--- config.mk ---
export PLATFORM = sky130hd
export DESIGN_NAME = turn_scheduler
export DESIGN_NICKNAME = d
export VERILOG_FILES = /design/src/rtl/turn_scheduler.sv
export SDC_FILE = /design/constraint.sdc
export NUM_CORES = 1
export LEC_CHECK = 0
export ABC_CLOCK_PERIOD_IN_PS = 4600
export BUFFER_PORTS_ARGS = -buffer_cell sky130_fd_sc_hd__buf_2
export CAP_MARGIN = 20
export CORE_MARGIN = 5
export CORE_UTILIZATION = 55
export CTS_CLUSTER_SIZE = 12
export DETAILED_ROUTE_END_ITERATION = 8
export PLACE_DENSITY = 0.75
export SETUP_SLACK_MARGIN = 0.4
export SLEW_MARGIN = 20
export SYNTH_ARGS = -nofsm -noshare
export SYNTH_HDL_FRONTEND = slang
export SYNTH_SLANG_ARGS = --single-unit
--- constraint.sdc ---
create_clock -name clk40MHz -period 4.6 [get_ports clk40MHz]
set_clock_uncertainty 0.1 [all_clocks]
set_input_delay 0.46 -clock clk40MHz [delete_from_list [all_inputs] [get_ports clk40MHz]]
set_output_delay 0.46 -clock clk40MHz [all_outputs]
set_load 0.1 [all_outputs]
--- src/rtl/turn_scheduler.sv ---
// rtl/turn_scheduler.sv - round-robin turn scheduler for NUM_PLAYERS with throw/flight tracking,
// wait timeout, round counting and a game-over halt.
module turn_scheduler #(
   parameter int NUM_PLAYERS  = 2,
   parameter int TURN_TIMEOUT = 400_000_000,
   parameter int ROUND_W      = 8,
   parameter int IDX_W        = 3
) (
   input  logic                   clk40MHz,
   input  logic                   rst,
   input  logic [NUM_PLAYERS-1:0] throw_flag,
   input  logic [NUM_PLAYERS-1:0] alive,
   input  logic                   game_over,
   output logic [IDX_W-1:0]       turn_idx,
   output logic [NUM_PLAYERS-1:0] turn_onehot,
   output logic                   turn_start,
   output logic                   timeout,
   output logic [ROUND_W-1:0]     round_cnt,
   output logic                   in_flight
);

   localparam int                TMR_W    = $clog2(TURN_TIMEOUT);
   localparam logic [TMR_W-1:0]  TMR_LAST = TMR_W'(TURN_TIMEOUT - 1);
   localparam logic [IDX_W-1:0]  IDX_LAST = IDX_W'(NUM_PLAYERS - 1);
   localparam logic [IDX_W:0]    NP_EXT   = (IDX_W+1)'(NUM_PLAYERS);
   localparam logic [NUM_PLAYERS-1:0] ONE = {{(NUM_PLAYERS-1){1'b0}}, 1'b1};

   typedef enum logic [1:0] {S_SELECT, S_WAIT, S_FLIGHT, S_HALT} state_t;

   state_t                  r_state;
   state_t                  w_state_nxt;
   logic [IDX_W-1:0]        r_turn_idx;
   logic [ROUND_W-1:0]      r_round;
   logic [TMR_W-1:0]        r_timer;
   logic [NUM_PLAYERS-1:0]  r_prev;
   logic                    r_start;
   logic                    r_timeout;
   logic                    r_first;

   logic [NUM_PLAYERS-1:0]  w_flag_sh;
   logic [NUM_PLAYERS-1:0]  w_prev_sh;
   logic [NUM_PLAYERS-1:0]  w_alive_sh;
   logic                    w_rise;
   logic                    w_fall;
   logic                    w_act_alive;

   logic [IDX_W:0]          w_cand;
   logic [NUM_PLAYERS-1:0]  w_cand_sh;
   logic                    w_sel_found;
   logic [IDX_W-1:0]        w_sel_idx;
   logic                    w_wrap;

   logic                    w_load;
   logic                    w_start_nxt;
   logic                    w_timeout_nxt;
   logic                    w_round_inc;
   logic                    w_timer_clr;
   logic                    w_timer_inc;

   // Only the active player's bit is ever examined, so other players' edges are invisible.
   assign w_flag_sh   = throw_flag >> r_turn_idx;
   assign w_prev_sh   = r_prev >> r_turn_idx;
   assign w_alive_sh  = alive >> r_turn_idx;
   assign w_rise      = w_flag_sh[0] & ~w_prev_sh[0];
   assign w_fall      = ~w_flag_sh[0] & w_prev_sh[0];
   assign w_act_alive = w_alive_sh[0];

   // Scan candidates from farthest to nearest so the nearest alive index wins; the
   // current index is the final candidate (k = NUM_PLAYERS).
   always_comb begin
      w_sel_found = 1'b0;
      w_sel_idx   = r_turn_idx;
      w_cand      = '0;
      w_cand_sh   = '0;
      for (int k = NUM_PLAYERS; k >= 1; k--) begin
         w_cand = {1'b0, r_turn_idx} + (IDX_W+1)'(k);
         if (w_cand >= NP_EXT) begin
            w_cand = w_cand - NP_EXT;
         end
         w_cand_sh = alive >> w_cand;
         if (w_cand_sh[0]) begin
            w_sel_found = 1'b1;
            w_sel_idx   = w_cand[IDX_W-1:0];
         end
      end
   end

   assign w_wrap = (w_sel_idx <= r_turn_idx);

   always_ff @(posedge clk40MHz) begin
      if (rst) begin
         r_state <= S_SELECT;
      end else begin
         r_state <= w_state_nxt;
      end
   end

   always_comb begin
      w_state_nxt   = r_state;
      w_load        = 1'b0;
      w_start_nxt   = 1'b0;
      w_timeout_nxt = 1'b0;
      w_round_inc   = 1'b0;
      w_timer_clr   = 1'b0;
      w_timer_inc   = 1'b0;
      if (game_over) begin
         w_state_nxt = S_HALT;
      end else begin
         case (r_state)
            S_SELECT: begin
               if (w_sel_found) begin
                  w_state_nxt = S_WAIT;
                  w_load      = 1'b1;
                  w_start_nxt = 1'b1;
                  w_timer_clr = 1'b1;
                  w_round_inc = w_wrap & ~r_first;
               end else begin
                  w_state_nxt = S_HALT;
               end
            end
            S_WAIT: begin
               // A throw in the expiry cycle still counts as a throw.
               if (w_rise) begin
                  w_state_nxt = S_FLIGHT;
               end else if (!w_act_alive) begin
                  w_state_nxt = S_SELECT;
               end else if (r_timer == TMR_LAST) begin
                  w_state_nxt   = S_SELECT;
                  w_timeout_nxt = 1'b1;
               end else begin
                  w_timer_inc = 1'b1;
               end
            end
            S_FLIGHT: begin
               if (w_fall) begin
                  w_state_nxt = S_SELECT;
               end
            end
            S_HALT: begin
               w_state_nxt = S_HALT;
            end
            default: begin
               w_state_nxt = S_SELECT;
            end
         endcase
      end
   end

   always_ff @(posedge clk40MHz) begin
      if (rst) begin
         r_turn_idx <= IDX_LAST;
         r_round    <= '0;
         r_timer    <= '0;
         r_prev     <= '0;
         r_start    <= 1'b0;
         r_timeout  <= 1'b0;
         r_first    <= 1'b1;
      end else begin
         r_prev    <= throw_flag;
         r_start   <= w_start_nxt;
         r_timeout <= w_timeout_nxt;
         if (w_load) begin
            r_turn_idx <= w_sel_idx;
            r_first    <= 1'b0;
         end
         if (w_round_inc) begin
            r_round <= r_round + ROUND_W'(1);
         end
         if (w_timer_clr) begin
            r_timer <= '0;
         end else if (w_timer_inc) begin
            r_timer <= r_timer + TMR_W'(1);
         end
      end
   end

   assign turn_idx    = r_turn_idx;
   assign turn_onehot = (r_state == S_HALT) ? '0 : (ONE << r_turn_idx);
   assign turn_start  = r_start;
   assign timeout     = r_timeout;
   assign round_cnt   = r_round;
   assign in_flight   = (r_state == S_FLIGHT);

endmodule

==> metrics.csv, run 1 <==
stage,metric,value,unit
synthesis,Netlist cell types,47,
die,area of the die,6059,sq um
clocking,Post-CTS Resized,0,
sta,Tightest Pin Transition,1.007,ns
setup_path,slowest cell on the critical path,dfxtp_1,
clocking,"CTS clk-pin slew, worst paths",0.08,ns
detailed_routing,vias per cell,5.742,
sta,fin crit period,3.881,ns
hold_path,Hold Path Origin,throw_flag[0],
detailed_routing,WL/cell,14.30,microns
synthesis,area share of the largest cell type after synthesis,37.17,%
die,die height,77.84,microns
sta,final setup fails,0,
die,die width,77.84,microns
synthesis,Mapped Cells,290,
synthesis,"Primary FF master, synth",dfxtp_1,
power,Lkg Pwr,1.088,nW
synthesis,syn_nets,313,
placement,Final Wtd Congestion,0.8491,
detailed_routing,DR pass1 iterations,4,
hold_path,worst hold path class,in2reg,
synthesis,YS warnings,0,
clocking,Sink Count,47,
setup_path,critical setup path kind,reg2reg,
global_route,initial antenna violation count,0,
detailed_routing,Post-Route WL,5.147,mm
synthesis,#FFs+latches synth,47,
hold_path,worst hold stages,2,
finish,synthesis-to-finish area growth,9.639,%
global_route,vias in the first global route,1961,
clocking,Longest Clk Path Bufs,2,
clocking,CTS tree,done,
synthesis,"top cells by count, synth","dfxtp_1 (47), nor2_1 (41), xor2_1 (24), nand3_1 (17), ha_1 (16)",
finish,layout cells sized above 1,11.69,%
clocking,Post-CTS Setup Inserts,0,
sta,setup_tns,0,ns
sta,worst rel slew slack,32.36,%
power,PwrDens,310.6,nW/um^2
synthesis,register area share after synthesis,37.17,%
global_route,global route overflow,0,
setup_path,crit path DAT,4.01,ns
synthesis,synthesized cell area,2531,sq um
detailed_routing,Post-DRT Antenna Nets,0,
global_route,most used routing layer,met2,
setup_path,CP Max Fanout,14,
synthesis,"EDFF count, synth",0,
synthesis,largest cells by area after synthesis,"dfxtp_1 (37%), xor2_1 (8.3%), ha_1 (7.9%)",
die,core area,4414,sq um
setup_path,Worst Path Required,4.73,ns
setup_path,worst-case reg-to-reg path depth,13,
sta,Final Hold Violating Endpoints,0,
die,I/O pin total,23,
global_route,routing usage on met1,24.38,%
setup_path,type of element capturing the critical path,flop,
placement,Placed Area,2669,sq um
clocking,TritonCTS buffer count,5,
detailed_routing,drt drc,0,
placement,port bufs,22,
setup_path,CP peak stage delay,0.63,ns
finish,post-route cell area,2775,sq um
die,Starting Density,57.34,%
setup_path,Worst Setup SP,turn_idx[0],
global_route,largest net degree at the start of global routing,20,
clocking,root buf cell,clkbuf_8,
synthesis,ys async rst share,0,%
global_route,total track usage,17.81,%
setup_path,reg2reg start,turn_idx[0],
clocking,H-tree levels,2,
detailed_routing,First DRT Iteration DRCs,178,
placement,HPWL after DPL,3.650,mm
detailed_routing,routed via count,2067,
flow_run,max cap viols,0,
synthesis,Yosys top cell by area,dfxtp_1,
synthesis,top-count cell post-synth,dfxtp_1,
sta,max-slew violations,0,
setup_path,crit-path cells,inv_1 -> ha_1 -> inv_1 -> a221oi_1 -> a21oi_1 -> and2_1 -> ha_1 -> nor2b_1 -> o21ai_0 -> a32oi_1 -> nor3_1 -> or3b_2 -> a21oi_1,
clocking,clock latency on the worst-skew pair,0.30,ns
status,status,"complete, no violations",
power,VDD IR max,0.2306,mV
global_route,grt met3 use,4.745,%
sta,RSZ-0062 raised after global routing,no,
synthesis,Mean Syn Cell Area,8.728,sq um
sta,FMAX,0.2577,GHz
finish,Final nets,331,
global_route,met2 GRT Util,27.96,%
setup_path,Critical Path Start Type,flop,
global_route,first-pass GRT wire length,8.997,mm
die,num rows,24,
sta,"Period Utilization, post-route",84.36,%
clocking,cts hold-fix bufs,0,
finish,ANT cells,0,
==> final cells by class <==
type / count / area [sq um]
tap: 52 / 65.06
inverter: 11 / 41.29
clock buffer: 5 / 68.82
fill: 375 / 1639
clock inverter: 2 / 37.54
sequential: 47 / 940.9
timing repair buffer: 23 / 117.6
multi-input combinational: 220 / 1504
==> layer usage <==
layer  vias up  routed length (microns)
met5         -                        0
met4         0                       41
met3         4                      167
met2        34                     2341
met1       972                     2596
li1       1057                        -
==> stage by stage <==
stage | cells | hold WS, ns | power (mW) | worst slack [ns] | utilization [%]
2_1_floorplan | 290 | 0.3477 | 0.5514 | 0.4278 | -
3_3_place_gp | 353 | 0.3647 | 0.5745 | 0.9824 | 60.46
3_5_place_dp | 353 | 0.3780 | 0.5752 | 0.7629 | 60.46
4_1_cts | 360 | 0.2939 | 0.8727 | 0.7299 | 62.87
5_1_grt | 360 | 0.2841 | 0.9074 | 0.4281 | 62.87
6_report | 360 | 0.2993 | 0.8620 | 0.7193 | 62.87
==> power by group <==
group	switching [mW]	total [mW]	internal, mW
logic	0.104	0.141	0.0375
registers	0.0107	0.425	0.414
clock network	0.137	0.296	0.159
total	0.251	0.862	0.611
==> kinds of logic (layout without fill, tap and decap cells) <==
family	count (synthesis)	in the layout	synth area share (%)
AO/OA/AOI/OAI	24	24	6.427
XOR/XNOR	33	33	11.42
adder cells (fa/ha/maj)	16	16	7.909
buffers and inverters	23	41	3.905
flip-flops	47	47	37.17
multiplexers	3	3	1.186
AND/OR/NAND/NOR	144	144	31.98
==> path summary, 6_finish.rpt <==
kind,to,slack [ns]
setup / recovery,round_cnt[7],0.72
hold / removal,r_prev[0],0.30
setup reg to reg,round_cnt[7],0.72
hold reg to reg,r_timer[1],0.39
==> state kept, by name, summed over array words and instances, names as in the netlist <==
name        flops
r_timer        29
round_cnt       8
turn_idx        3
r_prev          2
r_state         2
r_first         1
timeout         1
turn_start      1
==> critical path, delay by kind of cell, from the launching register on <==
| kind | cells | cell delay (ns) |
|---|---|---|
| AOI/OAI and AO/OA | 5 | 1.08 |
| DFF | 1 | 0.63 |
| adders and majority gates | 2 | 0.59 |
| and+or+nand+nor | 4 | 1.22 |
| buffers and inverters | 2 | 0.19 |
==> layout by cell type (no fill, tap or decap), types with 3 or more instances in the layout <==
master / n
dfxtp_1: 47
nor2_1: 41
xor2_1: 24
buf_2: 22
nand3_1: 17
ha_1: 16
nand4_1: 13
nand2_1: 12
inv_1: 11
xnor2_1: 9
a21oi_1: 8
and3_1: 8
nor4_1: 8
and4_1: 7
and2_1: 6
nand2b_1: 5
clkbuf_8: 5
nor4b_1: 4
mux2i_1: 3
a32oi_1: 3
a211oi_1: 3
o21ai_0: 3
nor3_1: 3
(Power assumes the default switching activity.)
==> inputs of run 2 (changes only) <==
ABC_AREA = 1   (was default)
ABC_CLOCK_PERIOD_IN_PS = 3310   (was 4600)
PLACE_DENSITY = 0.77   (was 0.75)
clock period = 3.31 ns   (was 4.6 ns; I/O delays follow)
==> metrics.csv, run 2 <==
stage,metric,value,unit,change
placement,HPWL after DPL,5.047,mm,was 3.650 mm
synthesis,"EDFF count, synth",0,,unchanged
setup_path,worst-case reg-to-reg path depth,15,,was 13
clocking,"CTS clk-pin slew, worst paths",0.09,ns,was 0.08 ns
setup_path,r2r setup slk,0.66,ns,was 0.72 ns
sta,Tightest Pin Transition,0.7409,ns,was 1.007 ns
finish,max reg flops,29,,unchanged
synthesis,Netlist cell types,27,,was 47
placement,port bufs,22,,unchanged
clocking,root buf cell,clkbuf_8,,unchanged
setup_path,critical setup path kind,reg2reg,,unchanged
detailed_routing,Post-Route WL,6.868,mm,was 5.147 mm
global_route,global route overflow,0,,unchanged
synthesis,"top cells by count, synth","nand2_1 (177), nor2_1 (62), dfxtp_1 (47), inv_1 (36), a21oi_1 (31)",,"was dfxtp_1 (47), nor2_1 (41), xor2_1 (24), nand3_1 (17), ha_1 (16)"
sta,FMAX,0.3773,GHz,was 0.2577 GHz
clocking,H-tree levels,2,,unchanged
sta,Final Hold Violating Endpoints,0,,unchanged
die,area of the die,7306,sq um,was 6059 sq um
global_route,vias in the first global route,2778,,"was 1,961"
die,num rows,27,,was 24
finish,Non-Filler Instances,583,,was 360
detailed_routing,DR pass1 iterations,5,,was 4
power,Lkg Pwr,1.409,nW,was 1.088 nW
synthesis,Mean Syn Cell Area,6.433,sq um,was 8.728 sq um
placement,Final Wtd Congestion,0.9467,,was 0.8491
global_route,initial antenna violation count,0,,unchanged
flow_run,max cap viols,0,,unchanged
synthesis,"Primary FF master, synth",dfxtp_1,,unchanged
hold_path,worst hold path class,in2reg,,unchanged
sta,max-slew violations,0,,unchanged
setup_path,CP peak stage delay,0.40,ns,was 0.63 ns
finish,synthesis-to-finish area growth,9.465,%,was 9.639%
finish,most frequent cells in the layout,"nand2_1 (176), nor2_1 (62), dfxtp_1 (44)",,"was dfxtp_1 (47), nor2_1 (41), xor2_1 (24)"
synthesis,register area share after synthesis,30.03,%,was 37.17%
clocking,TritonCTS buffer count,5,,unchanged
finish,layout cells sized above 1,15.07,%,was 11.69%
setup_path,reg-to-reg endpoint,round_cnt[5],,was round_cnt[7]
hold_path,Worst Hold Endpoint,r_prev[0],,unchanged
synthesis,synthesized cell area,3133,sq um,was 2531 sq um
setup_path,CP most frequent cell,nand2_1,,
detailed_routing,First DRT Iteration DRCs,196,,was 178
synthesis,ys async rst share,0,%,unchanged
power,Pint,0.7979,mW,was 0.6106 mW
clocking,CTS tree,done,,unchanged
die,I/O pin total,23,,unchanged
power,switching share of total power,31.75,%,was 29.16%
power,Reg power frac,49.9,%,was 49.3%
global_route,first-pass GRT wire length,12.16,mm,was 8.997 mm
die,die height,85.48,microns,was 77.84 microns
detailed_routing,Post-DRT Antenna Nets,0,,unchanged
clocking,cts hold-fix bufs,0,,unchanged
sta,final setup fails,0,,unchanged
detailed_routing,WL/cell,11.78,microns,was 14.30 microns
global_route,total track usage,19.88,%,was 17.81%
power,Gate power share,19.8,%,was 16.4%
setup_path,CP top delay family,simple AND/OR/NAND/NOR gates,,unchanged
synthesis,top-count cell post-synth,nand2_1,,was dfxtp_1
sta,fin crit period,2.650,ns,was 3.881 ns
clocking,Sink Count,47,,unchanged
setup_path,Critical path buffers and inverters,3,,was 2
setup_path,crit-path cells,inv_2 -> ha_1 -> inv_1 -> nand2_1 -> nand4_1 -> nand2_2 -> nor2_1 -> ha_1 -> nand2_1 -> a21oi_1 -> nand2_1 -> a21oi_4 -> buf_4 -> nand4_1 -> a21oi_1,,was inv_1 -> ha_1 -> inv_1 -> a221oi_1 -> a21oi_1 -> and2_1 -> ha_1 -> nor2b_1 -> o21ai_0 -> a32oi_1 -> nor3_1 -> or3b_2 -> a21oi_1
setup_path,Critical Path Start Type,flop,,unchanged
power,clock power share,30.3,%,was 34.3%
hold_path,Hold Path Origin,throw_flag[0],,unchanged
synthesis,Mapped Cells,487,,was 290
finish,Final nets,534,,was 331
hold_path,worst hold stages,3,,was 2
status,status,"complete, no violations",,unchanged
setup_path,CP Max Fanout,12,,was 14
finish,register with the most flip-flops,r_timer,,unchanged
clocking,Longest Clk Path Bufs,2,,unchanged
synthesis,area share of the largest cell type after synthesis,30.03,%,was 37.17%
die,core area,5507,sq um,was 4414 sq um
die,Starting Density,56.90,%,was 57.34%
setup_path,slowest cell on the critical path,dfxtp_4,,was dfxtp_1
synthesis,Yosys top cell by area,dfxtp_1,,unchanged
setup_path,reg2reg start,turn_idx[1],,was turn_idx[0]
sta,RSZ-0062 raised after global routing,no,,unchanged
global_route,largest net degree at the start of global routing,33,,was 20
power,VDD IR max,0.1746,mV,was 0.2306 mV
setup_path,crit path DAT,2.79,ns,was 4.01 ns
synthesis,largest cells by area after synthesis,"dfxtp_1 (30%), nand2_1 (21%), nor2_1 (7.4%)",,"was dfxtp_1 (37%), xor2_1 (8.3%), ha_1 (7.9%)"
detailed_routing,vias per cell,5.139,,was 5.742
setup_path,Worst Path Required,3.45,ns,was 4.73 ns
clocking,clock latency on the worst-skew pair,0.30,ns,about the same
sta,worst rel slew slack,50.43,%,was 32.36%
finish,"commonest non-fill, non-tap cell in the layout",nand2_1,,was dfxtp_1
finish,Fillers,525,,was 375
detailed_routing,drt drc,0,,unchanged
power,PwrDens,340.9,nW/um^2,was 310.6 nW/um^2
sta,"Period Utilization, post-route",80.06,%,was 84.36%
synthesis,#FFs+latches synth,47,,unchanged
placement,placed cell count,571,,was 353
finish,ANT cells,0,,unchanged
power,Psw,0.3713,mW,was 0.2513 mW
sta,setup_tns,0,ns,unchanged
detailed_routing,routed via count,2996,,"was 2,067"
synthesis,syn_nets,510,,was 313
die,die width,85.48,microns,was 77.84 microns
synthesis,YS warnings,0,,unchanged
setup_path,type of element capturing the critical path,flop,,unchanged
## run 2: changes by cell type after synthesis, sizes merged, moves of 8 or more
cell   delta
a21oi    +34
nor4      -8
xor2     -10
and3      -8
nor2     +24
inv      +30
nand2   +179
## run 2: power groups by stage
stage	sequential (mW)	combinational, mW	clock [mW]
after CTS	0.586	0.216	0.371
after global routing	0.585	0.255	0.388
final	0.583	0.231	0.355
after floorplan	0.614	0.168	0
after detailed placement	0.599	0.215	0
after global placement	0.599	0.213	0
## run 2: worst register-to-register path, cell delays in order, from the launching register on
cell and delay (ns):
dfxtp_4 0.40, inv_2 0.11, ha_1 0.29, inv_1 0.03, nand2_1 0.05, nand4_1 0.19
nand2_2 0.14, nor2_1 0.05, ha_1 0.29, nand2_1 0.07, a21oi_1 0.13, nand2_1 0.11
a21oi_4 0.22, buf_4 0.16, nand4_1 0.08, a21oi_1 0.15
## run 2: routing by layer
layer  share of wire, %  up-vias  wire length, microns  track usage (%)
met4                2.4        0                   168            6.619
met2                 48       45                  3281            34.53
met5                  0        -                     0                0
met3                3.7       15                   251            3.786
met1                 46     1351                  3166            24.49
li1                   -     1585                     -                -
## run 2: worst max-delay path by stage
| stage | start | endpoint | slack [ns] | cells after the start |
|---|---|---|---|---|
| 2_1_floorplan | turn_idx[1] | round_cnt[3] | 0.42 | 17 |
| 3_3_place_gp | turn_idx[0] | round_cnt[6] | 0.70 | 16 |
| 3_5_place_dp | turn_idx[0] | round_cnt[5] | 0.54 | 16 |
| 4_1_cts | turn_idx[0] | round_cnt[5] | 0.53 | 15 |
| 5_1_grt | turn_idx[1] | round_cnt[4] | 0.39 | 16 |
| 6_report | turn_idx[1] | round_cnt[5] | 0.66 | 15 |
## run 2: cell families after synthesis
logic type,Yosys count,share of synthesized area [%]
AOI/OAI and AO/OA,46,8.666
adders and majority gates,16,6.390
DFF,47,30.03
and+or+nand+nor,304,41.25
buffers and inverters,53,7.787
xor gates and xnor gates,21,5.871
## run 2: layout make-up
cell class / instances / area [sq um] / area share, %
clock buffers: 6 / 82.58 / 2.408
clock inverters: 1 / 5.005 / 0.1459
inverters: 41 / 153.9 / 4.487
multi-input cells: 387 / 1983 / 57.83
flip-flops and latches: 47 / 952.2 / 27.76
well taps: 72 / 90.09 / 2.627
repair buffers: 29 / 162.7 / 4.743
## run 2: what timing repair did
item,in CTS,in global routing
gates resized for setup,0,3
endpoints found under the setup margin,0,8
buffers inserted,0,5
## run 2: through the flow
stage | utilization, % | instance area (sq um) | hold slack [ns] | total power [mW] | setup slack (ns)
after floorplan | - | 3169 | 0.3001 | 0.7815 | 0.4186
after global placement | 59.83 | 3294 | 0.3725 | 0.8112 | 0.6956
after detailed placement | 59.83 | 3294 | 0.3718 | 0.8148 | 0.5400
after CTS | 61.42 | 3382 | 0.1332 | 1.173 | 0.5254
after global routing | 62.28 | 3430 | 0.1641 | 1.228 | 0.3906
final | 62.28 | 3430 | 0.1437 | 1.169 | 0.6599
